File: src/rtl/conv_input_loader_pkg.sv
// Shared defaults and state encoding for the convolution input loader.
package conv_input_loader_pkg;

   localparam int unsigned DATA_WIDTH_DEF = 8;
   localparam int unsigned ADDR_WIDTH_DEF = 5;

   typedef enum logic [2:0] {
      ST_IDLE      = 3'd0,
      ST_LOAD_X    = 3'd1,
      ST_LOAD_Y    = 3'd2,
      ST_START     = 3'd3,
      ST_WAIT_DONE = 3'd4
   } state_e;

endpackage

File: src/rtl/conv_input_loader_if.sv
// Valid/ready sample stream feeding the loader.
interface conv_input_loader_if #(
   parameter int unsigned DATA_WIDTH = 8
) ();

   logic [DATA_WIDTH-1:0] data;
   logic                  valid;
   logic                  ready;

   modport master (output data, output valid, input ready);
   modport slave  (input data, input valid, output ready);

endinterface

File: src/rtl/conv_input_mem.sv
// Sample store: one synchronous write port, one asynchronous read port, no reset.
module conv_input_mem #(
   parameter int unsigned DATA_WIDTH = 8,
   parameter int unsigned ADDR_WIDTH = 5
) (
   input  logic                  clk,
   input  logic                  we_i,
   input  logic [ADDR_WIDTH-1:0] waddr_i,
   input  logic [DATA_WIDTH-1:0] wdata_i,
   input  logic [ADDR_WIDTH-1:0] raddr_i,
   output logic [DATA_WIDTH-1:0] rdata_c
);

   localparam int unsigned DEPTH = 1 << ADDR_WIDTH;

   logic [DATA_WIDTH-1:0] mem_q [DEPTH];

   always_ff @(posedge clk) begin
      if (we_i) begin
         mem_q[waddr_i] <= wdata_i;
      end
   end

   assign rdata_c = mem_q[raddr_i];

endmodule

File: src/rtl/conv_input_loader.sv
// Loads X then Y samples from a stream, pulses start, and holds data stable until done.
module conv_input_loader
   import conv_input_loader_pkg::*;
#(
   parameter int unsigned DATA_WIDTH = DATA_WIDTH_DEF,
   parameter int unsigned ADDR_WIDTH = ADDR_WIDTH_DEF
) (
   input  logic                  clk,
   input  logic                  rstn,
   input  logic [ADDR_WIDTH-1:0] cfg_sizeX_i,
   input  logic [ADDR_WIDTH-1:0] cfg_sizeY_i,
   input  logic                  cfg_valid_i,
   conv_input_loader_if.slave    s_if,
   input  logic [ADDR_WIDTH-1:0] memXaddr_i,
   output logic [DATA_WIDTH-1:0] dataX_o,
   input  logic [ADDR_WIDTH-1:0] memYaddr_i,
   output logic [DATA_WIDTH-1:0] dataY_o,
   output logic [ADDR_WIDTH-1:0] sizeX_o,
   output logic [ADDR_WIDTH-1:0] sizeY_o,
   output logic                  start_o,
   input  logic                  done_i,
   output logic                  busy_o,
   output logic                  job_done_o,
   output logic                  err_o
);

   state_e                state_q;
   logic [ADDR_WIDTH-1:0] cnt_q;
   logic [ADDR_WIDTH-1:0] size_x_q;
   logic [ADDR_WIDTH-1:0] size_y_q;
   logic                  start_q;
   logic                  job_done_q;
   logic                  err_q;

   logic in_load_x;
   logic in_load_y;
   logic xfer;

   // Ready is a pure state decode so no input reaches it combinationally.
   assign in_load_x = (state_q == ST_LOAD_X);
   assign in_load_y = (state_q == ST_LOAD_Y);
   assign s_if.ready = in_load_x || in_load_y;
   assign xfer      = s_if.valid && s_if.ready;

   always_ff @(posedge clk or negedge rstn) begin
      if (!rstn) begin
         state_q    <= ST_IDLE;
         cnt_q      <= '0;
         size_x_q   <= '0;
         size_y_q   <= '0;
         start_q    <= 1'b0;
         job_done_q <= 1'b0;
         err_q      <= 1'b0;
      end else begin
         start_q    <= 1'b0;
         job_done_q <= 1'b0;
         err_q      <= 1'b0;
         unique case (state_q)
            ST_IDLE: begin
               if (cfg_valid_i) begin
                  if ((cfg_sizeX_i != '0) && (cfg_sizeY_i != '0)) begin
                     size_x_q <= cfg_sizeX_i;
                     size_y_q <= cfg_sizeY_i;
                     cnt_q    <= '0;
                     state_q  <= ST_LOAD_X;
                  end else begin
                     err_q <= 1'b1;
                  end
               end
            end
            ST_LOAD_X: begin
               if (xfer) begin
                  if (cnt_q == size_x_q - ADDR_WIDTH'(1)) begin
                     cnt_q   <= '0;
                     state_q <= ST_LOAD_Y;
                  end else begin
                     cnt_q <= cnt_q + ADDR_WIDTH'(1);
                  end
               end
            end
            ST_LOAD_Y: begin
               if (xfer) begin
                  if (cnt_q == size_y_q - ADDR_WIDTH'(1)) begin
                     cnt_q   <= '0;
                     start_q <= 1'b1;
                     state_q <= ST_START;
                  end else begin
                     cnt_q <= cnt_q + ADDR_WIDTH'(1);
                  end
               end
            end
            ST_START: begin
               state_q <= ST_WAIT_DONE;
            end
            ST_WAIT_DONE: begin
               if (done_i) begin
                  job_done_q <= 1'b1;
                  state_q    <= ST_IDLE;
               end
            end
            default: begin
               state_q <= ST_IDLE;
            end
         endcase
      end
   end

   conv_input_mem #(
      .DATA_WIDTH (DATA_WIDTH),
      .ADDR_WIDTH (ADDR_WIDTH)
   ) u_mem_x (
      .clk     (clk),
      .we_i    (in_load_x && s_if.valid),
      .waddr_i (cnt_q),
      .wdata_i (s_if.data),
      .raddr_i (memXaddr_i),
      .rdata_c (dataX_o)
   );

   conv_input_mem #(
      .DATA_WIDTH (DATA_WIDTH),
      .ADDR_WIDTH (ADDR_WIDTH)
   ) u_mem_y (
      .clk     (clk),
      .we_i    (in_load_y && s_if.valid),
      .waddr_i (cnt_q),
      .wdata_i (s_if.data),
      .raddr_i (memYaddr_i),
      .rdata_c (dataY_o)
   );

   assign sizeX_o    = size_x_q;
   assign sizeY_o    = size_y_q;
   assign start_o    = start_q;
   assign busy_o     = (state_q != ST_IDLE);
   assign job_done_o = job_done_q;
   assign err_o      = err_q;

endmodule

File: src/flat_wrapper.sv
// flat-port wrapper written by rule: the top's interface ports become plain ports
module conv_input_loader_flat import conv_input_loader_pkg::*;
#(
   parameter int unsigned DATA_WIDTH = DATA_WIDTH_DEF,
   parameter int unsigned ADDR_WIDTH = ADDR_WIDTH_DEF
)
  (clk, rstn, cfg_sizeX_i, cfg_sizeY_i, cfg_valid_i, memXaddr_i, dataX_o, memYaddr_i, dataY_o, sizeX_o, sizeY_o, start_o, done_i, busy_o, job_done_o, err_o, s_if_data, s_if_valid, s_if_ready);
  conv_input_loader_if #(.DATA_WIDTH(DATA_WIDTH)) s_if_i ();
  input  logic clk;
  input  logic rstn;
  input  logic [ADDR_WIDTH-1:0] cfg_sizeX_i;
  input  logic [ADDR_WIDTH-1:0] cfg_sizeY_i;
  input  logic cfg_valid_i;
  input  logic [ADDR_WIDTH-1:0] memXaddr_i;
  output logic [DATA_WIDTH-1:0] dataX_o;
  input  logic [ADDR_WIDTH-1:0] memYaddr_i;
  output logic [DATA_WIDTH-1:0] dataY_o;
  output logic [ADDR_WIDTH-1:0] sizeX_o;
  output logic [ADDR_WIDTH-1:0] sizeY_o;
  output logic start_o;
  input  logic done_i;
  output logic busy_o;
  output logic job_done_o;
  output logic err_o;
  input wire logic [$bits(s_if_i.data)-1:0] s_if_data;
  input wire logic [$bits(s_if_i.valid)-1:0] s_if_valid;
  output wire logic [$bits(s_if_i.ready)-1:0] s_if_ready;
  assign s_if_i.data = s_if_data;
  assign s_if_i.valid = s_if_valid;
  assign s_if_ready = s_if_i.ready;
  conv_input_loader #(.DATA_WIDTH(DATA_WIDTH), .ADDR_WIDTH(ADDR_WIDTH)) u_core (.clk(clk), .rstn(rstn), .cfg_sizeX_i(cfg_sizeX_i), .cfg_sizeY_i(cfg_sizeY_i), .cfg_valid_i(cfg_valid_i), .s_if(s_if_i), .memXaddr_i(memXaddr_i), .dataX_o(dataX_o), .memYaddr_i(memYaddr_i), .dataY_o(dataY_o), .sizeX_o(sizeX_o), .sizeY_o(sizeY_o), .start_o(start_o), .done_i(done_i), .busy_o(busy_o), .job_done_o(job_done_o), .err_o(err_o));
endmodule
File: config.mk
export PLATFORM = sky130hd
export DESIGN_NAME = conv_input_loader_flat
export DESIGN_NICKNAME = d
export VERILOG_FILES = /design/src/rtl/conv_input_loader_pkg.sv /design/src/rtl/conv_input_loader_if.sv /design/src/rtl/conv_input_mem.sv /design/src/rtl/conv_input_loader.sv /design/src/flat_wrapper.sv
export SDC_FILE = /design/constraint.sdc
export NUM_CORES = 1
export LEC_CHECK = 0
export ABC_AREA = 0
export BUFFER_PORTS_ARGS = -buffer_cell sky130_fd_sc_hd__buf_2
export CAP_MARGIN = 10
export CORE_UTILIZATION = 60
export CTS_BUF_LIST = sky130_fd_sc_hd__clkbuf_4
export DETAILED_ROUTE_END_ITERATION = 8
export PLACE_DENSITY = 0.77
export SLEW_MARGIN = 40
export SYNTH_ARGS = -nofsm -noshare
export SYNTH_HDL_FRONTEND = slang
export SYNTH_SLANG_ARGS = --single-unit
File: constraint.sdc
create_clock -name clk -period 3.4 [get_ports clk]
set_input_delay 0.68 -clock clk [delete_from_list [all_inputs] [get_ports clk]]
set_output_delay 0.68 -clock clk [all_outputs]
set_load 0.005 [all_outputs]
* Word-level counts from Yosys, hierarchy flattened
Memory sizes are Yosys's and may differ from the RTL's. Cells that the tools add are included.
Storage, ports and cells: logic and storage cells 65, bits in writable memories 512, output and inout port bits 31, bits in registers 21, memories 2, input port bits 33
Memories:
- u_core.u_mem_x.mem_q | depth 32, bits a word 8, rd ports 1, clocked after memory_dff 0, write ports 1, RTL line conv_input_mem.sv:16 | logic [DATA_WIDTH-1:0] mem_q [DEPTH];
- u_core.u_mem_y.mem_q | depth 32, bits a word 8, rd ports 1, clocked after memory_dff 0, write ports 1, RTL line conv_input_mem.sv:16
Operators by class: $add $sub $neg 3, equal/unequal tests 13, multiplexer cells 27, reduce and logical (&&, ||, !) cells 13
Operators with widths (count):
- $mux 5 | 6
- $mux 3 | 7
- $pmux 3 s5 | 1
- $pmux 5 s3 | 1
- $mux 1 | 12
- $ne 2x2->1 const B | 6
- $eq 5x5->1 | 2
- $reduce_bool 5->1 | 2
- $sub 5x1->5 const B | 2
- $reduce_and 7->1 | 1
- $eq 3x2->1 const B | 2
- $reduce_bool 3->1 | 2
- $add 5x1->5 const B | 1
- $reduce_and 5->1 | 1
- $logic_and 1x1->1 | 4
- $eq 3x1->1 const B | 1
- $eq 3x3->1 const B | 1
- $logic_not 3->1 | 1
- $reduce_and 3->1 | 1
- $ne 2x1->1 const B | 1
- $logic_or 1x1->1 | 1

* Longest topological paths before layout
Gate-level depths: netlist of run 1.
depth after elaboration 5, depth in mapped cells 7, depth with buffers taken out 7

* Hierarchy
Synthesis of run 1 repeated with hierarchy kept, for this count alone.
Unflattened totals: cell total of the unflattened synthesis 944, area total of the unflattened synthesis 21061.4 sq um
By module, submodules not included:
- conv_input_mem | area an instance 9893.2 sq um, seq. area each 7687.4 sq um, cells each 409, instances 2
- conv_input_loader | area an instance 1275.0 sq um, seq. area each 525.5 sq um, cells each 126, instances 1

* Least setup slack after synthesis of run 1
No wires, ideal clock.
path kind in2out, from input port memXaddr_i[1], to output port dataX_o[0], slack 0.339 ns, stages 5, path buffers 2, arrival 2.381 ns, data required time 2.720 ns, cell sequence clkbuf_1 -> clkbuf_1 -> mux4_2 -> mux4_2 -> mux2_2
Between the ends: cells in the longest elaborated chain, start to end 1
Ends and longest elaborated chain:
- from (decl) | RTL line flat_wrapper.sv:14 | input logic [ADDR_WIDTH-1:0] memXaddr_i;
- $mem_v2 32x8
- to (decl) | RTL line flat_wrapper.sv:15 | output logic [DATA_WIDTH-1:0] dataX_o;
No other way between the ends.

* Final worst setup path of run 1
from input port memYaddr_i[0], to output port dataY_o[6]
Between the ends: cells in the longest elaborated chain, start to end 1
Ends and longest elaborated chain:
- from (decl) | RTL line flat_wrapper.sv:16 | input logic [ADDR_WIDTH-1:0] memYaddr_i;
- $mem_v2 32x8
- to (decl) | RTL line flat_wrapper.sv:17 | output logic [DATA_WIDTH-1:0] dataY_o;
No other way between the ends.

==> results of run 1 <==
==> area by class of cell <==
| type | instances | area, um2 |
|---|---|---|
| timing repair buffer | 135 | 1074 |
| tap | 455 | 569.3 |
| clock inverter | 39 | 285.3 |
| inverter | 9 | 33.78 |
| sequential | 533 | 15900 |
| clock buffer | 174 | 1306 |
| multi-input combinational | 364 | 4883 |
| antenna | 1 | 2.502 |
| fill | 2135 | 10490 |
==> metrics by stage <==
step / utilization (%) / worst slack (ps) / cell area, um2
CTS: 69.57 / 47.77 / 24030
global placement: 64.88 / 99.61 / 22410
global route: 69.64 / 21.60 / 24050
finish: 69.64 / 84.35 / 24050
floorplan: - / 339.1 / 21040
detailed placement: 64.93 / 98.56 / 22430
==> worst max-delay path by stage <==
| stage | to | slack, ps | cells past startpoint |
|---|---|---|---|
| 2_1_floorplan | dataX_o[0] | 340 | 5 |
| 3_3_place_gp | dataY_o[6] | 100 | 7 |
| 3_5_place_dp | dataY_o[6] | 100 | 7 |
| 4_1_cts | dataX_o[4] | 50 | 4 |
| 5_1_grt | dataX_o[4] | 20 | 4 |
| 6_report | dataY_o[6] | 80 | 7 |
==> power breakdown <==
part	leakage [uW]	switching [uW]	internal, uW
Combinational	0.00213	790	688
Sequential	0.00487	179	7360
Clock	0.000942	2370	2750
Total	0.00795	3340	10800
==> worst min-delay path, stage by stage <==
cell,delay [ps]
buf_2,90
nand2_1,40
o21ai_0,50
==> state kept, by name, indices dropped and copies added, names as in the netlist <==
register and cells:
u_core.u_mem_x.mem_q 256, u_core.u_mem_y.mem_q 256, u_core.cnt_q 5, u_core.sizeX_o 5, u_core.sizeY_o 5, u_core.state_q 3
u_core.err_o 1, u_core.job_done_o 1, u_core.start_o 1
==> layer usage <==
layer / vias up / wire length (um) / track usage (%)
li1: 4508 / - / -
met1: 5470 / 17450 / 37.13
met2: 587 / 21600 / 39.96
met3: 67 / 3965 / 5.802
met4: 0 / 832 / 8.313
met5: - / 0 / 0
==> logic make-up after synthesis <==
logic type	after synthesis	share of synthesized area, %
AOI/OAI and AO/OA	32	1.029
xor gates and xnor gates	11	0.4578
adders and majority gates	6	0.3567
buffers and inverters	59	1.367
DFF	533	75.56
muxes	184	18.40
and+or+nand+nor	131	2.830
==> cell usage after synthesis, types with 2 or more instances <==
library cell / n
or2_2: 2
clkbuf_1: 13
or4_1: 2
nor3b_1: 3
edfxtp_1: 512
or3_1: 3
a21oi_1: 2
nor2_1: 69
nand2b_1: 4
buf_1: 18
nor2b_1: 3
a211oi_1: 4
mux4_2: 160
nand3_1: 7
nor3_1: 5
and2_1: 2
buf_2: 5
o22ai_1: 3
buf_6: 2
ha_1: 6
xnor2_1: 6
inv_1: 9
nand3b_1: 3
xor2_1: 5
nand2_1: 23
a21boi_0: 2
mux2_2: 23
buf_4: 12
dfrtp_1: 21
o21ai_0: 10
==> run_results.csv, run 1 <==
group,metric,value,unit
yosys,syn_area_per_cell,22.01,um2
pwr,ir_drop,0.4268,mV
worst_setup_path,startpoint_type,"input port",
worst_setup_path,cp_data_required_time,2720,ps
clocking,cts_root_buffer,"clkbuf_4",
yosys,yosysTopAreaCell,"edfxtp_1",
worst_setup_path,critPathMaxFanout,12,
worst_hold_path,hold-path-endpoint,"u_core.sizeY_o[0]",
layout,drive_gt1_share,41.15,%
sta,finalWorstPathRequiredPeriod,3316,ps
pwr,finalPower,14140,uW
clocking,h-tree-depth,4,
die,io_pins,64,
yosys,synth-seq-area-share,75.56,%
route,routed-via-count,10630,
worst_setup_path,rr_endpoint,"u_core.u_mem_x.mem_q[9][3]",
sta,hold_ws,130.9,ps
layout,fin_nets,1215,
sta,post-route-period-util,97.52,%
sta,report.final.hold_viol_count,0,
route,routedWlPerCell,25.64,um
worst_setup_path,worstSetupStartpoint,"memYaddr_i[0]",
layout,layout_common_cells,"edfxtp_1 (512), clkbuf_4 (174), mux4_2 (160), buf_4 (61), nor2_1 (58)",
placed_design,place_inst,1495,
sta,rsz0062_at_grt,"no",
sta,finalClockSkew,54.46,ps
sta,setup_viol,0,
global_routing,grt_pass1_vias,10850,
die,dieArea,35830,um2
global_routing,grt_max_degree,65,
sta,fmax,301.6,MHz
yosys,syn-cell-area,21040,um2
worst_setup_path,worstPathCellList,"buf_4, buf_12, buf_12, mux4_2, mux4_2, mux2_2, buf_2",
sta,tns,0,ps
route,drtAntennaViolNets,0,
flow_run,maxCapViolCount,0,
clocking,cts_setup_buffers,0,
worst_setup_path,reg2regPathDepth,4,
clocking,worstSkewPairLatency,770,ps
placed_design,numPortBuffers,63,
worst_setup_path,timing.rr.start,"u_core.state_q[1]",
yosys,syn_nets,995,
worst_setup_path,crit_path_end_kind,"output pin",
pwr,p_per_area,587.8,nW/um2
worst_hold_path,hold_depth,3,
yosys,yosys_register_bits,533,
global_routing,gr-usage-all-layers,25.76,%
yosys,yosys.cell_types.count,47,
status,outcome,"complete, no violations",
route,drt-initial-drc-count,1194,
global_routing,grt_pass1_wl,66.21,mm
clocking,cts_buffers,133,
yosys,ys.flop_type,"edfxtp_1",
worst_setup_path,slowest_stage,"mux4_2",
layout,mostFrequentLayoutCell,"edfxtp_1",
yosys,synth_edf_count,512,
die,core,34540,um2
placed_design,hpwl,27.57,mm
yosys,synth_top_area_share,73.06,%
clocking,clockBufferDepth,3,
layout,fin_cells,1710,
yosys,async_flop_share,3.940,%
die,die_w,189.3,um
worst_setup_path,cpLargestDelayFamily,"multiplexers",
die,die_h,189.3,um
worst_setup_path,critPathArrivalTime,2640,ps
clocking,clk_pin_slew_worst_paths,70,ps
die,fp-row-count,68,
sta,slew_headroom,47.67,%
route,vias_per_cell,6.218,
yosys,synthCells,956,
worst_setup_path,worstPathBufferInverterCount,4,
route,first_pass_iters,5,
worst_setup_path,reg2reg_setup_slack,810,ps
clocking,ctsHoldBuffers,1,
clocking,ctsResizeCount,0,
worst_hold_path,hp-start,"cfg_sizeY_i[0]",
placed_design,globalplace.congestion,0.7865,
clocking,cts.sinks,533,
route,drcViolationCount,0,
worst_hold_path,hold_class,"input port to flip-flop",
worst_setup_path,max_stage_delay,520,ps
yosys,synth_warnings,0,
die,initial_core_util,60.92,%
worst_setup_path,crit_type,"input port to output pin",
clocking,cts_tree,"done",
layout,area_growth_syn_to_layout,14.31,%
sta,final-max-slew-violation-count,0,
route,routed_wl,43.85,mm
yosys,synth_area_leaders,"edfxtp_1 (73%), mux4_2 (17%), dfrtp_1 (2.5%), mux2_2 (1.2%), nor2_1 (1.2%)",
global_routing,overflow,0,
sta,worst_pin_slew,782.0,ps
pwr,p_leak,0.007947,uW
global_routing,antenna_found_initial,1,
Note: power is estimated with default switching activity, not from simulation.
==> inputs of run 2 (changes only) <==
==> constraint.sdc (replaced) <==
create_clock -name clk -period 3.25 [get_ports clk]
set_input_delay 0.65 -clock clk [delete_from_list [all_inputs] [get_ports clk]]
set_output_delay 0.65 -clock clk [all_outputs]
set_load 0.005 [all_outputs]
==> run 2 against run 1 <==
Effect of this change: the flow now finishes with violations (setup timing); clock power up 7.6%; count of clock-buffer cells in the layout increased by 6; die area stayed put; wire length up 1.3%; register-to-register slack lost 150 ps; worst setup slack got worse by 130 ps; flip-flop and latch count unchanged; critical path depth decreased by 3; clock skew shrank 16 ps; sequential power is 4.5% higher; worst hold slack worse by 41 ps.
==> run_results.csv, run 2 (synthesized netlist as in run 1, its figures left out) <==
group,metric,value,unit
status,outcome,"finished with violations",
status,violations,"setup timing",
route,drtAntennaViolNets,0,
clocking,clk_pin_slew_worst_paths,70,ps
global_routing,antenna_found_initial,1,
layout,stdcell_area,24310,um2
pwr,switchingPower,3494,uW
global_routing,gr-usage-all-layers,26.29,%
placed_design,hpwl,26.82,mm
layout,layout_common_cells,"edfxtp_1 (512), clkbuf_4 (180), mux4_2 (160), buf_4 (79), nor2_1 (66)",
worst_setup_path,crit_path_end_kind,"output pin",
pwr,p_int,11490,uW
clocking,h-tree-depth,4,
placed_design,place_inst,1508,
sta,slew_headroom,45.67,%
sta,rsz0062_at_grt,"yes",
pwr,p_seq_share,52.6,%
pwr,finalPower,14980,uW
flow_run,maxCapViolCount,0,
die,io_pins,64,
layout,drive_gt1_share,41.35,%
layout,fin_cells,1728,
route,drcViolationCount,0,
route,drt-initial-drc-count,1247,
worst_setup_path,critPathMaxFanout,1,
worst_setup_path,cpLargestDelayFamily,"multiplexers",
global_routing,grt_pass1_vias,11090,
sta,report.final.hold_viol_count,0,
sta,hold_ws,90.37,ps
die,dieArea,35830,um2
sta,post-route-period-util,101.3,%
clocking,cts_buffers,131,
route,routedWlPerCell,25.70,um
sta,worst_pin_slew,811.9,ps
placed_design,globalplace.congestion,0.7890,
worst_setup_path,cpMostUsedCell,"mux4_2",
die,die_w,189.3,um
layout,reg_top3,"u_core.u_mem_x.mem_q x256, u_core.u_mem_y.mem_q x256",
die,fp-row-count,68,
global_routing,grt_max_degree,65,
sta,fmax,303.9,MHz
route,routed_wl,44.41,mm
clocking,cts_root_buffer,"clkbuf_4",
clocking,worstSkewPairLatency,780,ps
placed_design,placed_cell_area,22490,um2
route,first_pass_iters,5,
worst_setup_path,startpoint_type,"flip-flop",
pwr,ir_drop,0.4912,mV
worst_setup_path,critPathArrivalTime,2640,ps
pwr,p_comb_share,10.6,%
die,die_h,189.3,um
global_routing,grt_pass1_wl,67.62,mm
layout,mostFrequentLayoutCell,"edfxtp_1",
sta,setup_viol,6,
sta,finalClockSkew,38.23,ps
global_routing,overflow,0,
layout,area_growth_syn_to_layout,15.54,%
pwr,p_leak,0.008135,uW
route,vias_per_cell,6.236,
sta,tns,-111.8,ps
worst_setup_path,worstPathCellList,"mux4_2, mux4_2, mux2_4, buf_6",
pwr,switching_share,23.32,%
worst_hold_path,hold_class,"input port to flip-flop",
worst_setup_path,worstPathBufferInverterCount,1,
die,initial_core_util,60.92,%
placed_design,numPortBuffers,63,
die,core,34540,um2
route,routed-via-count,10780,
sta,finalWorstPathRequiredPeriod,3291,ps
pwr,p_clk_share,36.8,%
worst_setup_path,slowest_stage,"mux4_2",
clocking,clockBufferDepth,3,
worst_setup_path,crit_type,"flip-flop to output pin",
pwr,p_per_area,616.1,nW/um2
clocking,cts_tree,"done",
clocking,cts.sinks,533,
layout,fin_nets,1226,
sta,final-max-slew-violation-count,0,
worst_setup_path,max_stage_delay,510,ps
worst_setup_path,cp_data_required_time,2600,ps
sta,fin_ws,-40.94,ps
[run 2: worst paths after layout]
| path | slack, ps | start | cells after the start | to |
|---|---|---|---|---|
| setup / recovery | -40 | u_core.u_mem_y.mem_q[1][4] | 4 | dataY_o[4] |
| hold / removal | 90 | done_i | 2 | u_core.state_q[2] |
| setup reg to reg | 660 | u_core.state_q[0] | 5 | u_core.u_mem_x.mem_q[11][3] |
| hold reg to reg | 560 | u_core.sizeX_o[4] | 1 | u_core.sizeX_o[4] |
| max in group asynchronous | 2520 | rstn | 2 | u_core.cnt_q[1] |
| min in group asynchronous | 360 | rstn | 2 | u_core.err_o |
[run 2: power by group through the flow]
stage / Clock, uW / Combinational (uW) / Sequential, uW
final: 5510 / 1580 / 7880
after global placement: 0 / 1490 / 8020
after floorplan: 0 / 998 / 7950
after detailed placement: 0 / 1520 / 8030
after global routing: 5970 / 1710 / 7910
after CTS: 5640 / 1580 / 7880
[run 2: cell type report]
cell class / count / area (um2)
Clock inverter: 38 / 304.0
Tap cell: 455 / 569.3
Antenna cell: 1 / 2.502
Multi-Input combinational cell: 364 / 4920
Clock buffer: 180 / 1351
Inverter: 9 / 33.78
Fill cell: 2091 / 10230
Timing Repair Buffer: 148 / 1232
Sequential cell: 533 / 15900
[run 2: repair_timing]
action | in CTS | in global routing
gates cloned | 0 | 0
setup buffers | 0 | 0
endpoints found under the setup margin | 16 | 16
hold buffers | 1 | 0
endpoints found under the hold margin | 21 | 0
resized for setup | 28 | 2
[run 2: per-stage QoR]
stage	worst slack, ps	utilization (%)
2_1_floorplan	249.1	-
3_3_place_gp	34.82	65.06
3_5_place_dp	12.80	65.10
4_1_cts	-86.09	70.33
5_1_grt	-102.5	70.39
6_report	-40.94	70.39
[run 2: per-layer routing]
metal	routed length (um)	global-route usage (%)	vias to the layer above	part of all wire (%)
met2	21890	40.65	626	49
met3	3907	5.783	82	8.8
li1	-	-	4525	-
met5	0	0	-	0
met4	1162	9.801	0	2.6
met1	17450	37.49	5542	39
==> inputs of run 3 (changes only) <==
--- a/config.mk
+++ b/config.mk
@@ -11,7 +11,7 @@
 export CORE_UTILIZATION = 60
 export CTS_BUF_LIST = sky130_fd_sc_hd__clkbuf_4
 export DETAILED_ROUTE_END_ITERATION = 8
-export PLACE_DENSITY = 0.77
+export PLACE_DENSITY_LB_ADDON = 0.08
 export SLEW_MARGIN = 40
 export SYNTH_ARGS = -nofsm -noshare
 export SYNTH_HDL_FRONTEND = slang
==> run 3 against run 2 <==
Effect of this change: the flow still finishes with violations (setup timing); die area is the same; core utilization is 0.42 points higher; worst hold slack worse by 18 ps; total power is essentially flat; count of clock-buffer cells in the layout rose by 22; critical path depth stayed put; sequential share of layout area fell by 0.39 points; clock power about the same; worst setup slack improved by 14 ps; global-route usage shrank 0.70 points; register-to-register slack better by 110 ps; fmax is 0.42% higher; largest cell class unchanged.
==> run_results.csv, run 3 (synthesized netlist as in run 1, its figures left out) <==
group,metric,value,unit
status,outcome,"finished with violations",
status,violations,"setup timing",
clocking,cts_setup_buffers,0,
sta,post-route-period-util,100.8,%
sta,fin_ws,-27.26,ps
layout,mostFrequentLayoutCell,"edfxtp_1",
die,die_h,189.3,um
route,vias_per_cell,5.941,
sta,finalClockSkew,37.65,ps
clocking,cts_buffers,136,
global_routing,grt_pass1_wl,65.19,mm
route,drcViolationCount,0,
layout,layout_common_cells,"edfxtp_1 (512), clkbuf_4 (202), mux4_2 (160), buf_4 (82), nor2_1 (67)",
placed_design,place_inst,1516,
layout,area_growth_syn_to_layout,16.23,%
layout,fin_nets,1240,
worst_setup_path,worstSetupStartpoint,"u_core.u_mem_x.mem_q[12][0]",
worst_setup_path,rr_endpoint,"u_core.u_mem_x.mem_q[19][1]",
layout,nFillCells,2217,
worst_hold_path,hold_class,"input port to flip-flop",
sta,finalWorstPathRequiredPeriod,3277,ps
worst_setup_path,crit_end,"dataX_o[0]",
die,core,34540,um2
route,routed-via-count,10390,
route,drt-initial-drc-count,895,
layout,fin_cells,1749,
worst_setup_path,crit_type,"flip-flop to output pin",
pwr,p_per_area,612.2,nW/um2
worst_setup_path,critPathMaxFanout,1,
flow_run,maxCapViolCount,0,
global_routing,grt_max_degree,65,
die,die_w,189.3,um
clocking,h-tree-depth,4,
sta,report.final.hold_viol_count,0,
pwr,finalPower,14970,uW
sta,slew_headroom,43.58,%
route,first_pass_iters,5,
worst_setup_path,startpoint_type,"flip-flop",
die,io_pins,64,
route,routed_wl,43.20,mm
worst_setup_path,crit_path_end_kind,"output pin",
sta,worst_pin_slew,843.2,ps
layout,reg_top3,"u_core.u_mem_x.mem_q x256, u_core.u_mem_y.mem_q x256",
pwr,p_leak,0.008253,uW
placed_design,hpwl,26.90,mm
sta,fmax,305.1,MHz
sta,final-max-slew-violation-count,0,
clocking,clk_pin_slew_worst_paths,60,ps
worst_setup_path,critPathArrivalTime,2630,ps
worst_setup_path,reg2regPathDepth,5,
sta,rsz0062_at_grt,"yes",
global_routing,grt_pass1_vias,10720,
die,initial_core_util,60.92,%
die,fp-row-count,68,
pwr,ir_drop,0.4545,mV
worst_setup_path,cp_data_required_time,2600,ps
placed_design,numPortBuffers,63,
clocking,cts_root_buffer,"clkbuf_4",
clocking,worstSkewPairLatency,820,ps
die,dieArea,35830,um2
sta,setup_viol,10,
layout,drive_gt1_share,43.16,%
global_routing,overflow,0,
clocking,cts.sinks,533,
route,routedWlPerCell,24.70,um
clocking,cts_tree,"done",
sta,hold_ws,71.93,ps
route,drtAntennaViolNets,0,
placed_design,globalplace.congestion,0.7721,
clocking,clockBufferDepth,3,
layout,seq_area,15900,um2
layout,multiInputGateArea,4913,um2
worst_setup_path,timing.rr.start,"u_core.state_q[1]",
global_routing,antenna_found_initial,1,
global_routing,gr-usage-all-layers,25.59,%
worst_setup_path,reg2reg_setup_slack,770,ps
run 3: worst min-delay path by stage:
stage	start	to	slack, ps	cells after the start
after CTS	done_i	u_core.state_q[2]	2	2
after floorplan	rstn	u_core.cnt_q[0]	350	0
after global routing	done_i	u_core.state_q[2]	40	2
final	done_i	u_core.state_q[2]	70	2
after detailed placement	u_core.sizeY_o[4]	u_core.sizeY_o[4]	560	1
after global placement	u_core.sizeY_o[4]	u_core.sizeY_o[4]	550	1
run 3: critical path, cell delays in order, from the launching register on:
cell and delay [ps]:
edfxtp_1 370, mux4_2 510, mux4_2 550, mux2_2 280, buf_2 120
run 3: routing by layer:
layer	GRT usage [%]	wire length (um)	vias up
li1	-	-	4576
met1	37.83	19030	5367
met2	38.21	20670	383
met3	5.653	2650	65
met4	9.522	854	0
met5	0	0	-
run 3: cell type report:
class	instances	area share, %
Antenna cell	1	0.01023
Inverter	9	0.1381
Clock buffer	202	6.200
Tap cell	455	2.328
Sequential cell	533	65.01
Timing Repair Buffer	157	5.566
Multi-Input combinational cell	364	20.09
Clock inverter	28	0.6599
run 3: where the power goes:
group	internal (uW)	switching [uW]	leakage, uW
Sequential	7700	187	0.00487
Clock	2980	2510	0.00103
Combinational	771	823	0.00236
run 3: timing repair:
| action | in CTS | in global routing |
|---|---|---|
| hold buffers | 1 | 0 |
| pin swaps | 0 | 0 |
| endpoints found under the setup margin | 16 | 16 |
| hold endpoints to repair | 21 | 0 |
| gates resized for setup | 24 | 4 |
run 3: stage by stage:
stage	setup WS (ps)	TNS (ps)	utilization [%]	cell area, um2
finish	-27.26	-126.1	70.81	24460
detailed placement	-5.373	-5.373	65.41	22600
global route	-114.3	-1390	70.81	24460
CTS	-97.87	-1021	70.65	24400
floorplan	249.1	0	-	21040
global placement	-9.649	-15.01	65.38	22580
